File: config.mk
export PLATFORM = sky130hd
export DESIGN_NAME = fetch_sequencer
export DESIGN_NICKNAME = d
export VERILOG_FILES = /design/src/rtl/fetch_sequencer.sv
export SDC_FILE = /design/constraint.sdc
export NUM_CORES = 1
export LEC_CHECK = 0
export ABC_AREA = 1
export CAP_MARGIN = 20
export CORE_AREA = 8 8 68 70
export DETAILED_ROUTE_END_ITERATION = 10
export DIE_AREA = 0 0 76 78
export PLACE_DENSITY = 0.83
export SLEW_MARGIN = 20
export SYNTH_ARGS = -nofsm -noshare
export SYNTH_HDL_FRONTEND = slang
export SYNTH_SLANG_ARGS = --single-unit
File: constraint.sdc
create_clock -name clk -period 4.4 [get_ports clk]
set_clock_uncertainty 0.15 [all_clocks]
set_input_delay 0.44 -clock clk [delete_from_list [all_inputs] [get_ports clk]]
set_output_delay 0.44 -clock clk [all_outputs]
set_load 0.05 [all_outputs]
File: src/rtl/fetch_sequencer.sv
// Fetch/execute phase controller in front of the instruction decoder; captures the RAM word and counts retirements.
// Optional single-step input when SINGLE_STEP_EN is defined.
module fetch_sequencer #(
  parameter int unsigned RAMI_LAT = 1,
  parameter logic [4:0]  STP_OP   = 5'b11111
) (
  input  logic        clk,
  input  logic        rst_n,
  input  logic        run,
  input  logic        stall,
`ifdef SINGLE_STEP_EN
  input  logic        step,
`endif
  input  logic [15:0] RAMi_q,
  output logic        RAMi_en,
  output logic [15:0] instr,
  output logic        FETCH,
  output logic        EXEC,
  output logic        halted,
  output logic [15:0] retired
);

  localparam int CNT_W = $clog2(RAMI_LAT + 1);

  typedef enum logic [2:0] {
    S_IDLE  = 3'd0,
    S_FETCH = 3'd1,
    S_WAIT  = 3'd2,
    S_EXEC  = 3'd3,
    S_HALT  = 3'd4
  } state_e;

  state_e             state_q, state_d;
  logic [CNT_W-1:0]   cnt_q, cnt_d;
  logic [15:0]        instr_q, instr_d;
  logic [15:0]        retired_q;
  logic               capture;
  logic               retire;
  logic               step_go;
  logic               oneshot_q;

  assign capture = ((state_q == S_FETCH) && (RAMI_LAT == 1)) ||
                   ((state_q == S_WAIT) && (cnt_q == CNT_W'(1)));
  assign retire  = (state_q == S_EXEC) && !stall;

`ifdef SINGLE_STEP_EN
  // step is asynchronous to clk: two sync flops, third flop for edge detect
  logic [2:0] step_sync_q;
  logic       oneshot_d;

  always_ff @(posedge clk or negedge rst_n) begin
    if (!rst_n) begin
      step_sync_q <= 3'b000;
      oneshot_q   <= 1'b0;
    end else begin
      step_sync_q <= {step_sync_q[1:0], step};
      oneshot_q   <= oneshot_d;
    end
  end

  assign step_go = step_sync_q[1] & ~step_sync_q[2];

  always_comb begin
    oneshot_d = oneshot_q;
    if ((state_q == S_IDLE) && !run && step_go) begin
      oneshot_d = 1'b1;
    end else if (retire) begin
      oneshot_d = 1'b0;
    end
  end
`else
  assign step_go   = 1'b0;
  assign oneshot_q = 1'b0;
`endif

  always_ff @(posedge clk or negedge rst_n) begin
    if (!rst_n) begin
      state_q <= S_IDLE;
    end else begin
      state_q <= state_d;
    end
  end

  always_comb begin
    state_d = state_q;
    case (state_q)
      S_IDLE: begin
        if (run || step_go) begin
          state_d = S_FETCH;
        end
      end
      S_FETCH: begin
        state_d = (RAMI_LAT == 1) ? S_EXEC : S_WAIT;
      end
      S_WAIT: begin
        if (cnt_q == CNT_W'(1)) begin
          state_d = S_EXEC;
        end
      end
      S_EXEC: begin
        if (!stall) begin
          if (instr_q[15:11] == STP_OP) begin
            state_d = S_HALT;
          end else if (run && !oneshot_q) begin
            state_d = S_FETCH;
          end else begin
            state_d = S_IDLE;
          end
        end
      end
      S_HALT: begin
        state_d = S_HALT;
      end
      default: begin
        state_d = S_IDLE;
      end
    endcase
  end

  always_comb begin
    RAMi_en = 1'b0;
    FETCH   = 1'b0;
    EXEC    = 1'b0;
    halted  = 1'b0;
    case (state_q)
      S_FETCH, S_WAIT: begin
        RAMi_en = 1'b1;
        FETCH   = 1'b1;
      end
      S_EXEC: begin
        EXEC = 1'b1;
      end
      S_HALT: begin
        halted = 1'b1;
      end
      default: begin
        RAMi_en = 1'b0;
      end
    endcase
  end

  always_comb begin
    cnt_d   = cnt_q;
    instr_d = instr_q;
    if (state_q == S_FETCH) begin
      cnt_d = CNT_W'(RAMI_LAT - 1);
    end else if (state_q == S_WAIT) begin
      cnt_d = cnt_q - CNT_W'(1);
    end
    if (capture) begin
      instr_d = RAMi_q;
    end
  end

  always_ff @(posedge clk or negedge rst_n) begin
    if (!rst_n) begin
      cnt_q     <= '0;
      instr_q   <= 16'h0000;
      retired_q <= 16'h0000;
    end else begin
      cnt_q   <= cnt_d;
      instr_q <= instr_d;
      if (retire) begin
        retired_q <= retired_q + 16'd1;
      end
    end
  end

  assign instr   = instr_q;
  assign retired = retired_q;

endmodule

# --- Word-level counts from Yosys, hierarchy flattened ---
# Index checks and enable logic that the tools add are counted.
totals:
  word_cells: 33
  in_bits: 20
  romBits: 0
  n_memories: 0
  ramBits: 0
  ff_bits: 36
  latch_bits: 0
  output_inout_bits: 36
classes:
  multipliers: 0
  eq_ne: 8
  reduce_logical: 8
  shift: 0
  n_mux: 11
  n_addsub: 2
  order_cmp: 0
  bitwise: 0
  n_div: 0
op_table:
  columns: ["op", "n"]
  rows:
  - ["$add 16x1->16 const B", 1]
  - ["$pmux 3 s5", 1]
  - ["$mux 3", 4]
  - ["$eq 3x2->1 const B", 2]
  - ["$mux 1", 6]
  - ["$ne 2x2->1 const B", 3]
  - ["$eq 5x5->1 const B", 1]
  - ["$eq 3x1->1 const B", 1]
  - ["$eq 3x3->1 const B", 1]
  - ["$logic_not 3->1", 1]
  - ["$reduce_and 3->1", 1]
  - ["$logic_and 1x1->1", 2]
  - ["$reduce_bool 2->1", 1]
  - ["$reduce_or 2->1", 1]
  - ["$logic_not 1->1", 1]
  - ["$logic_or 1x1->1", 1]
  - ["$sub 1x1->1 const B", 1]

# --- Logic depth before layout (Yosys ltp) ---
# Gate-level depths: netlist (run 1).
depth:
  ltp_word: 4
  ltp_mapped: 8
  depth_no_buf: 8

# --- Worst setup path after synthesis (run 1) ---
# No wires, ideal clock.
synth_timing:
  kind: "register to output"
  startpoint: "register state_q[2]"
  endpoint: "output halted"
  required_time_ps: 3810
  setup_slack_ps: 2238
  arrival_time_ps: 1572
  n_path_buf: 0
  path_stages_with_launch: 3
  cell_sequence: "dfrtp_1 inv_1 nor3_1"
synth_via:
  elab_chain_len: 2
synth_lines:
  columns: ["item", "line_no", "text"]
  rows:
  - ["start, declared", "33", "state_e state_q, state_d;"]
  - ["start signal, assigned", "80", "state_q <= state_d;"]
  - ["$eq 3x3->1", "125", "case (state_q)"]
  - ["$mux 1", "125", null]
  - ["end, declared", "19", "output logic halted,"]
# No other way between the ends.

# --- Worst setup path in the final report (run 1) ---
layout_timing:
  startpoint: "register state_q[0]"
  endpoint: "output FETCH"
layout_via:
  elab_chain_len: 3
  elab_cells_between_ends: 4
  classes_between: "eq/ne: 2; mux: 1; reduce/logical: 1"
layout_lines:
  columns: ["item", "line_no", "text"]
  rows:
  - ["$eq 3x1->1 / $eq 3x2->1 (equally long branches)", "125", null]
  - ["$reduce_or 2->1 *", "125", null]
  - ["$mux 1 *", "125", null]
  - ["end, declared", "17", "output logic FETCH,"]
# Every way passes the cells marked *; elsewhere a longest branch is shown, timed or not.

==> results of run 1 <==
-- report_power, final --
part	internal (mW)	total, mW	switching [mW]
clock	0.0588	0.163	0.104
combinational	0.300	0.958	0.658
sequential	0.443	0.532	0.0896
total	0.801	1.65	0.852
-- per-layer routing --
| metal | share of wire (%) | vias up | GRT usage [%] | routed length, um |
|---|---|---|---|---|
| li1 | - | 750 | - | - |
| met1 | 42 | 662 | 14.14 | 1576 |
| met2 | 43 | 65 | 19.54 | 1602 |
| met3 | 12 | 12 | 7.719 | 456 |
| met4 | 2.9 | 0 | 8.824 | 107 |
| met5 | 0 | - | 0 | 0 |
-- layout by cell type (no fill, tap or decap), drive strengths merged --
cell type / Yosys / final
dfrtp: 36 / 36
nand4: 3 / 3
nand3: 9 / 9
clkinv: 0 / 1
o21ai: 19 / 19
buf: 4 / 1
ha: 1 / 1
nand2: 66 / 66
o21bai: 1 / 1
inv: 27 / 27
xnor2: 6 / 6
nor2: 23 / 23
o21a: 1 / 1
nor3: 3 / 3
xor2: 5 / 5
clkbuf: 0 / 6
clkdlybuf4s50: 0 / 55
nand3b: 1 / 1
-- synthesized netlist by cell type (all sizes together) --
| library cell | number |
|---|---|
| nand2 | 66 |
| dfrtp | 36 |
| inv | 27 |
| nor2 | 23 |
| o21ai | 19 |
| nand3 | 9 |
| xnor2 | 6 |
| xor2 | 5 |
| buf | 4 |
| nand4 | 3 |
| nor3 | 3 |
| ha | 1 |
| nand3b | 1 |
| o21a | 1 |
| o21bai | 1 |
-- critical path, delay by kind of cell, from the launching register on --
| kind | cells | cell delay, ps |
|---|---|---|
| buf+inv | 2 | 920 |
| flops | 1 | 450 |
| simple gates | 2 | 340 |
-- metrics by stage --
stage | util (%) | cells | power (mW) | area (um2)
CTS | 65.82 | 312 | 1.665 | 2337
detailed placement | 64.52 | 305 | 1.497 | 2291
global placement | 64.52 | 305 | 1.479 | 2291
finish | 66.03 | 312 | 1.654 | 2345
floorplan | - | 205 | 1.198 | 1700
global route | 66.03 | 312 | 1.766 | 2345
-- state kept, by name, indices dropped and copies added (netlist names) --
name,flops
cnt_q,1
instr,16
retired,16
state_q,3
-- area by class of cell --
type	instances	share of cell area, %
clock buffer	6	1.761
clock inverter	1	0.2134
timing repair buffer	56	23.80
inverter	27	4.322
multi-input combinational	138	28.92
sequential	36	38.42
tap	48	2.561
-- worst paths after layout --
kind / to / cells after the start
max: FETCH / 4
min: retired[6]$_DFFE_PN0P_ / 2
max reg2reg: instr[3]$_DFFE_PN0P_ / 5
min in group clk: retired[9]$_DFFE_PN0P_ / 1
max in group asynchronous: retired[13]$_DFFE_PN0P_ / 2
min reg2reg: retired[9]$_DFFE_PN0P_ / 1
-- cells by family after synthesis --
group | count (synthesis) | synth area share (%)
AND/OR/NAND/NOR | 105 | 26.34
buffers and inverters | 31 | 7.579
flip-flops | 36 | 52.98
AO/OA/AOI/OAI | 21 | 6.696
adder cells (fa/ha/maj) | 1 | 0.7357
XOR/XNOR | 11 | 5.666
==> impl_metrics.toml, run 1 <==
[finish]
diodes = 0
layout.nets = 285
seq_area_um2 = 900.9
layout-drive-gt1-share_pct = 5.303
area_growth_pct = 37.90
n_fill_cell = 288
multi_input_area_um2 = 678.2

[routing]
vias_per_cell = 4.772
drcViolationCount = 0
drtIter0Drc = 79
ant_nets = 0
wl_um = 3742
vias = 1489
drtPass1Iterations = 4
routedWlPerCell_um = 11.99

[timing]
rsz0062_at_grt = "no"
post-route-period-util_pct = 59.87
timing.hold.ws_ps = 358.8
timing.final.ws_setup_ps = 1766
tightest_slew_ps = 632.4
timing.setup.tns_ps = 0
hold_viol = 0
timing.fmax_mhz = 379.6
setup_viol = 0
period_needed_ps = 2634
slew_violations = 0
maxSlewHeadroom_pct = 57.68

[synthesis]
yosysWarnings = 0
yosysTopAreaCell = "dfrtp_1"
synth_top_area_share_pct = 52.98
synthCells = 205
synthTopCellsByArea = "dfrtp_1, nand2_1, inv_1, o21ai_0, nor2_1"
syn-num-nets = 226
ys_types = 22
yosysSeqAreaShare_pct = 52.98
syn_area_um2 = 1700
ys_ff_latch = 36
syn_avg_cell_area_um2 = 8.295

[grt]
antenna_found_initial = 0
globalRouteOverflowTotal = 0
grt_pass1_vias = 1508
grt_max_degree = 37
track_usage_pct = 13.24
grt_pass1_wl_um = 6354

[worst_setup_path]
r2r_start = "state_q[0]$_DFFE_PN0P_"
crit_start = "state_q[0]$_DFFE_PN0P_"
rrSetupSlack_ps = 2630
crit_fanout = 6
crit_arrival_ps = 2040
cp.required_ps = 3810
critPathSlowestCell = "clkdlybuf4s50_1"
slowest_delay_ps = 820
worstPathCellList = "nor3_2 -> inv_1 -> nand2_1 -> clkdlybuf4s50_1"
setup.worst_path.start_class = "flop"
path_class = "flop to primary output"
crit_path_end_kind = "primary output"

[hold_path]
holdCritPathClass = "input port to asynchronous set/reset pin"

[run]
maxCapViolations = 0

[placed_design]
post-place-ws_ps = 2173
port_buffers = 55
dp_hpwl_um = 2863
place.gp.congestion = 0.8741

[cts]
insertion_delay_ps = 340
cts_tree = "yes"
cts_root_buffer = "clkbuf_4"
path_clk_slew_ps = 110
cts_hold_buf = 0
cts_made_buffers = 5
ctsResizeCount = 0
cts_max_level = 2
cts_buffer_depth = 2
cts_sinks = 36
post-cts-setup-buffer-count = 0

[floorplanning]
io_pins = 56
die_h_um = 78
rows = 22
die_area_um2 = 5928
die_x_um = 76
start_util_pct = 47.89
core_um2 = 3551

[pwr]
power.density_nw_per_um2 = 705.3
peakVddDrop_mv = 0.8509
p_leak_nw = 1.050

[outcome]
status = "finished, final reports clean"
(Power assumes the default switching activity.)
==> inputs of run 2 (changes only) <==
CORE_AREA = 8 8 71 73   (was 8 8 68 70)
DIE_AREA = 0 0 79 81   (was 0 0 76 78)
PLACE_DENSITY = 0.76   (was 0.83)
clock period = 2.6 ns   (was 4.4 ns; I/O delays follow)
==> impl_metrics.toml, run 2 (synthesis results as in run 1) <==
[timing]
rsz0062_at_grt = "no"
setup_viol = 0
post-route-period-util_pct = 90.79
timing.setup.tns_ps = 0
timing.hold.ws_ps = 242.7
slew_violations = 0
tightest_slew_ps = 528.1
hold_viol = 0
maxSlewHeadroom_pct = 64.69
timing.fmax_mhz = 423.6
period_needed_ps = 2361

[worst_setup_path]
cp.depth = 5
crit_fanout = 5
crit_path_end_kind = "primary output"
slowest_delay_ps = 810
setup.worst_path.start_class = "flop"
crit_family = "buffers and inverters"
critPathBufInv = 3
crit_arrival_ps = 1950
critPathSlowestCell = "clkdlybuf4s50_1"
crit_top_cell = "inv_1"
worstPathCellList = "inv_1 -> nor3_2 -> inv_1 -> nand2_1 -> clkdlybuf4s50_1"
path_class = "flop to primary output"
ff2ff_path_depth = 8
cp.required_ps = 2190

[finish]
post-route-util_pct = 61.54
layout-drive-gt1-share_pct = 6.015
area_growth_pct = 41.65
diodes = 0
layout.nets = 286
n_fill_cell = 366
mostFrequentLayoutCells = "nand2_1, clkdlybuf4s50_1, dfrtp_1, inv_1, nor2_1"
final_common_cell = "nand2_1"
final_area_um2 = 2409

[pwr]
seqPwrFrac_pct = 30.1
power.density_nw_per_um2 = 1246
p_clk_share_pct = 15.8
comb_power_share_pct = 54.1
switchingPower_mw = 1.453
p_leak_nw = 1.081
power_mw = 3.001
peakVddDrop_mv = 0.8476
p_int_mw = 1.548
swShare_pct = 48.42

[cts]
cts_made_buffers = 5
insertion_delay_ps = 290
cts_buffer_depth = 2
path_clk_slew_ps = 70
cts_hold_buf = 0
post-cts-setup-buffer-count = 0
cts_tree = "yes"
ctsResizeCount = 0
cts_max_level = 2
cts_sinks = 36
cts_root_buffer = "clkbuf_8"

[routing]
drtPass1Iterations = 4
vias = 1473
wl_um = 3749
routedWlPerCell_um = 11.86
drcViolationCount = 0
drtIter0Drc = 21
vias_per_cell = 4.661
ant_nets = 0

[floorplanning]
core_um2 = 3914
io_pins = 56
rows = 23
start_util_pct = 43.45
die_h_um = 81
die_x_um = 79
die_area_um2 = 6399

[grt]
grt_pass1_vias = 1506
grt_pass1_wl_um = 6575
grt_use_met3_pct = 7.837
globalRouteOverflowTotal = 0
grt_busiest_layer = "met2"
grt_max_degree = 37
use_met2_pct = 20.21
track_usage_pct = 12.99
antenna_found_initial = 0
grt_use_met1_pct = 14.24

[placed_design]
port_buffers = 55
place.gp.congestion = 0.8332
dp_hpwl_um = 2916
dpl_cell_area_um2 = 2301

[outcome]
status = "finished, final reports clean"

[run]
maxCapViolations = 0

[hold_path]
holdCritPathClass = "input port to asynchronous set/reset pin"
## run 2: cell types whose count changed in the layout (fill, tap and decap cells not counted)
| cell | previous run | this run |
|---|---|---|
| buf_4 | 1 | 2 |
| bufinv_16 | 0 | 1 |
| clkbuf_4 | 5 | 0 |
| clkbuf_8 | 0 | 5 |
| o21ai_2 | 0 | 1 |
| o21ai_4 | 1 | 0 |
## run 2: metal layers
layer  wire, um  up-vias
met2       1620       50
met1       1550      666
met4         61        0
met5          0        -
li1           -      751
met3        517        6
## run 2: stage by stage
step                      worst slack, ps  cells
after floorplan                     563.4    205
after global placement              590.5    308
after detailed placement            545.7    308
after CTS                           220.0    316
after global routing                133.0    316
final                               239.5    316
## run 2: final cells by class
type                            instances  area (um2)  share of cell area [%]
Clock buffer                            6       72.57                   3.013
Clock inverter                          2       35.03                   1.455
Inverter                               27       101.3                   4.208
Multi-Input combinational cell        138       670.6                   27.84
Sequential cell                        36       900.9                   37.40
Tap cell                               50       62.56                   2.597
Timing Repair Buffer                   57       565.5                   23.48
## run 2: path summary, 6_finish.rpt
kind / startpoint / end / slack (ps)
worst max-delay path: state_q[1]$_DFFE_PN0P_ / FETCH / 240
worst min-delay path: rst_n / retired[6]$_DFFE_PN0P_ / 240
worst max register to register: state_q[2]$_DFFE_PN0P_ / retired[12]$_DFFE_PN0P_ / 930
worst min register to register: retired[4]$_DFFE_PN0P_ / retired[4]$_DFFE_PN0P_ / 370
max in group asynchronous: rst_n / cnt_q$_DFFE_PN0P_ / 1750
min in group clk: retired[4]$_DFFE_PN0P_ / retired[4]$_DFFE_PN0P_ / 370
## run 2: power by group through the flow
stage / combinational (mW) / clock (mW) / sequential (mW)
floorplan: 0.581 / 0 / 1.45
global placement: 1.62 / 0 / 0.902
detailed placement: 1.65 / 0 / 0.907
CTS: 1.65 / 0.494 / 0.906
global route: 1.76 / 0.521 / 0.938
finish: 1.62 / 0.475 / 0.903
==> inputs of run 3 (changes only) <==
CORE_AREA = 8 8 70 72   (was 8 8 71 73)
CTS_BUF_LIST = sky130_fd_sc_hd__clkbuf_4   (was not set)
DIE_AREA = 0 0 78 80   (was 0 0 79 81)
GPL_ROUTABILITY_DRIVEN = 0   (was not set)
PLACE_DENSITY = 0.79   (was 0.76)
SKIP_CTS_REPAIR_TIMING = 1   (was not set)
==> impl_metrics.toml, run 3 (synthesis results as in run 1) <==
[worst_setup_path]
crit_fanout = 6
path_class = "flop to primary output"
setup.worst_path.start_class = "flop"
cp.required_ps = 2190
crit_path_end_kind = "primary output"
ff2ff_path_depth = 8
crit_arrival_ps = 2020

[finish]
mostFrequentLayoutCells = "nand2_1, clkdlybuf4s50_1, dfrtp_1, inv_1, nor2_1"
seq_area_um2 = 900.9
n_fill_cell = 355
fin_cells = 316
layout-drive-gt1-share_pct = 6.015
layout.nets = 286
multi_input_area_um2 = 670.6
final_common_cell = "nand2_1"
area_growth_pct = 38.48
diodes = 0

[run]
maxCapViolations = 0

[timing]
tightest_slew_ps = 781.1
rsz0062_at_grt = "no"
post-route-period-util_pct = 93.57
period_needed_ps = 2433
setup_viol = 0
hold_viol = 0
slew_violations = 0
maxSlewHeadroom_pct = 47.92
timing.setup.tns_ps = 0
timing.fmax_mhz = 411.1

[floorplanning]
start_util_pct = 44.09
die_h_um = 80
die_area_um2 = 6240
core_um2 = 3856
rows = 23
die_x_um = 78
io_pins = 56

[hold_path]
holdCritPathClass = "input port to flop"
hold_depth = 3

[routing]
drtPass1Iterations = 4
routedWlPerCell_um = 12.05
wl_um = 3809
vias_per_cell = 4.661
drcViolationCount = 0
ant_nets = 0
drtIter0Drc = 78
vias = 1473

[cts]
path_clk_slew_ps = 90
cts_sinks = 36
cts_tree = "yes"
cts_made_buffers = 5
cts_buffer_depth = 2
insertion_delay_ps = 330
cts_root_buffer = "clkbuf_4"
cts_max_level = 2

[grt]
grt_max_degree = 37
grt_pass1_wl_um = 6693
antenna_found_initial = 0
grt_pass1_vias = 1537
track_usage_pct = 13.42
globalRouteOverflowTotal = 0

[outcome]
status = "finished, final reports clean"

[placed_design]
dp.cells = 307
dp_hpwl_um = 2899
port_buffers = 55

[pwr]
p_leak_nw = 1.059
power.density_nw_per_um2 = 1195
peakVddDrop_mv = 1.063
run 3: changes by cell type in the layout (fill, tap and decap cells not counted), sizes merged:
| cell | delta |
|---|---|
| clkdlybuf4s50 | -1 |
| bufinv | -1 |
| dlygate4sd3 | +1 |
| clkbuf | +1 |
run 3: layer usage:
metal	GRT usage, %	part of all wire, %
met2	21.05	45
met5	0	0
met4	5.000	1.1
met3	8.221	12
met1	14.53	42
run 3: per-stage QoR:
stage	utilization [%]	setup WS [ps]	cell area (um2)	total power, mW	hold slack (ps)
6_report	61.06	167.2	2355	2.814	330.2
5_1_grt	61.06	85.12	2355	3.026	320.7
4_1_cts	60.80	148.0	2345	2.858	-147.4
3_5_place_dp	59.34	539.7	2288	2.547	237.0
3_3_place_gp	59.34	573.2	2288	2.513	232.0
2_1_floorplan	-	563.4	1700	2.028	-185.6
run 3: power breakdown:
group	switching [mW]	internal, mW	leakage (nW)
Clock	0.170	0.125	0.0338
Combinational	1.11	0.512	0.573
Sequential	0.152	0.749	0.452
Total	1.43	1.39	1.06
run 3: final cells by class:
cell class                 count  area share [%]
tap                           50           2.657
clock inverter                 1          0.1594
inverter                      27           4.304
multi-input combinational    138           28.48
sequential                    36           38.26
timing repair buffer          57           23.91
clock buffer                   7           2.232
run 3: path summary, 6_finish.rpt:
kind | end | from | slack (ps)
min | instr[15]$_DFFE_PN0P_ | RAMi_q[15] | 330
min in group asynchronous | retired[2]$_DFFE_PN0P_ | rst_n | 380
min reg2reg | retired[9]$_DFFE_PN0P_ | retired[9]$_DFFE_PN0P_ | 380
max reg2reg | retired[12]$_DFFE_PN0P_ | state_q[2]$_DFFE_PN0P_ | 910
max in group asynchronous | instr[1]$_DFFE_PN0P_ | rst_n | 1420
max | FETCH | state_q[0]$_DFFE_PN0P_ | 170
run 3: critical path, cell delays in order, from the launching register on:
cell             delay, ps
dfrtp_1                450
nor3_2                 240
inv_1                   90
nand2_1                110
clkdlybuf4s50_1        820
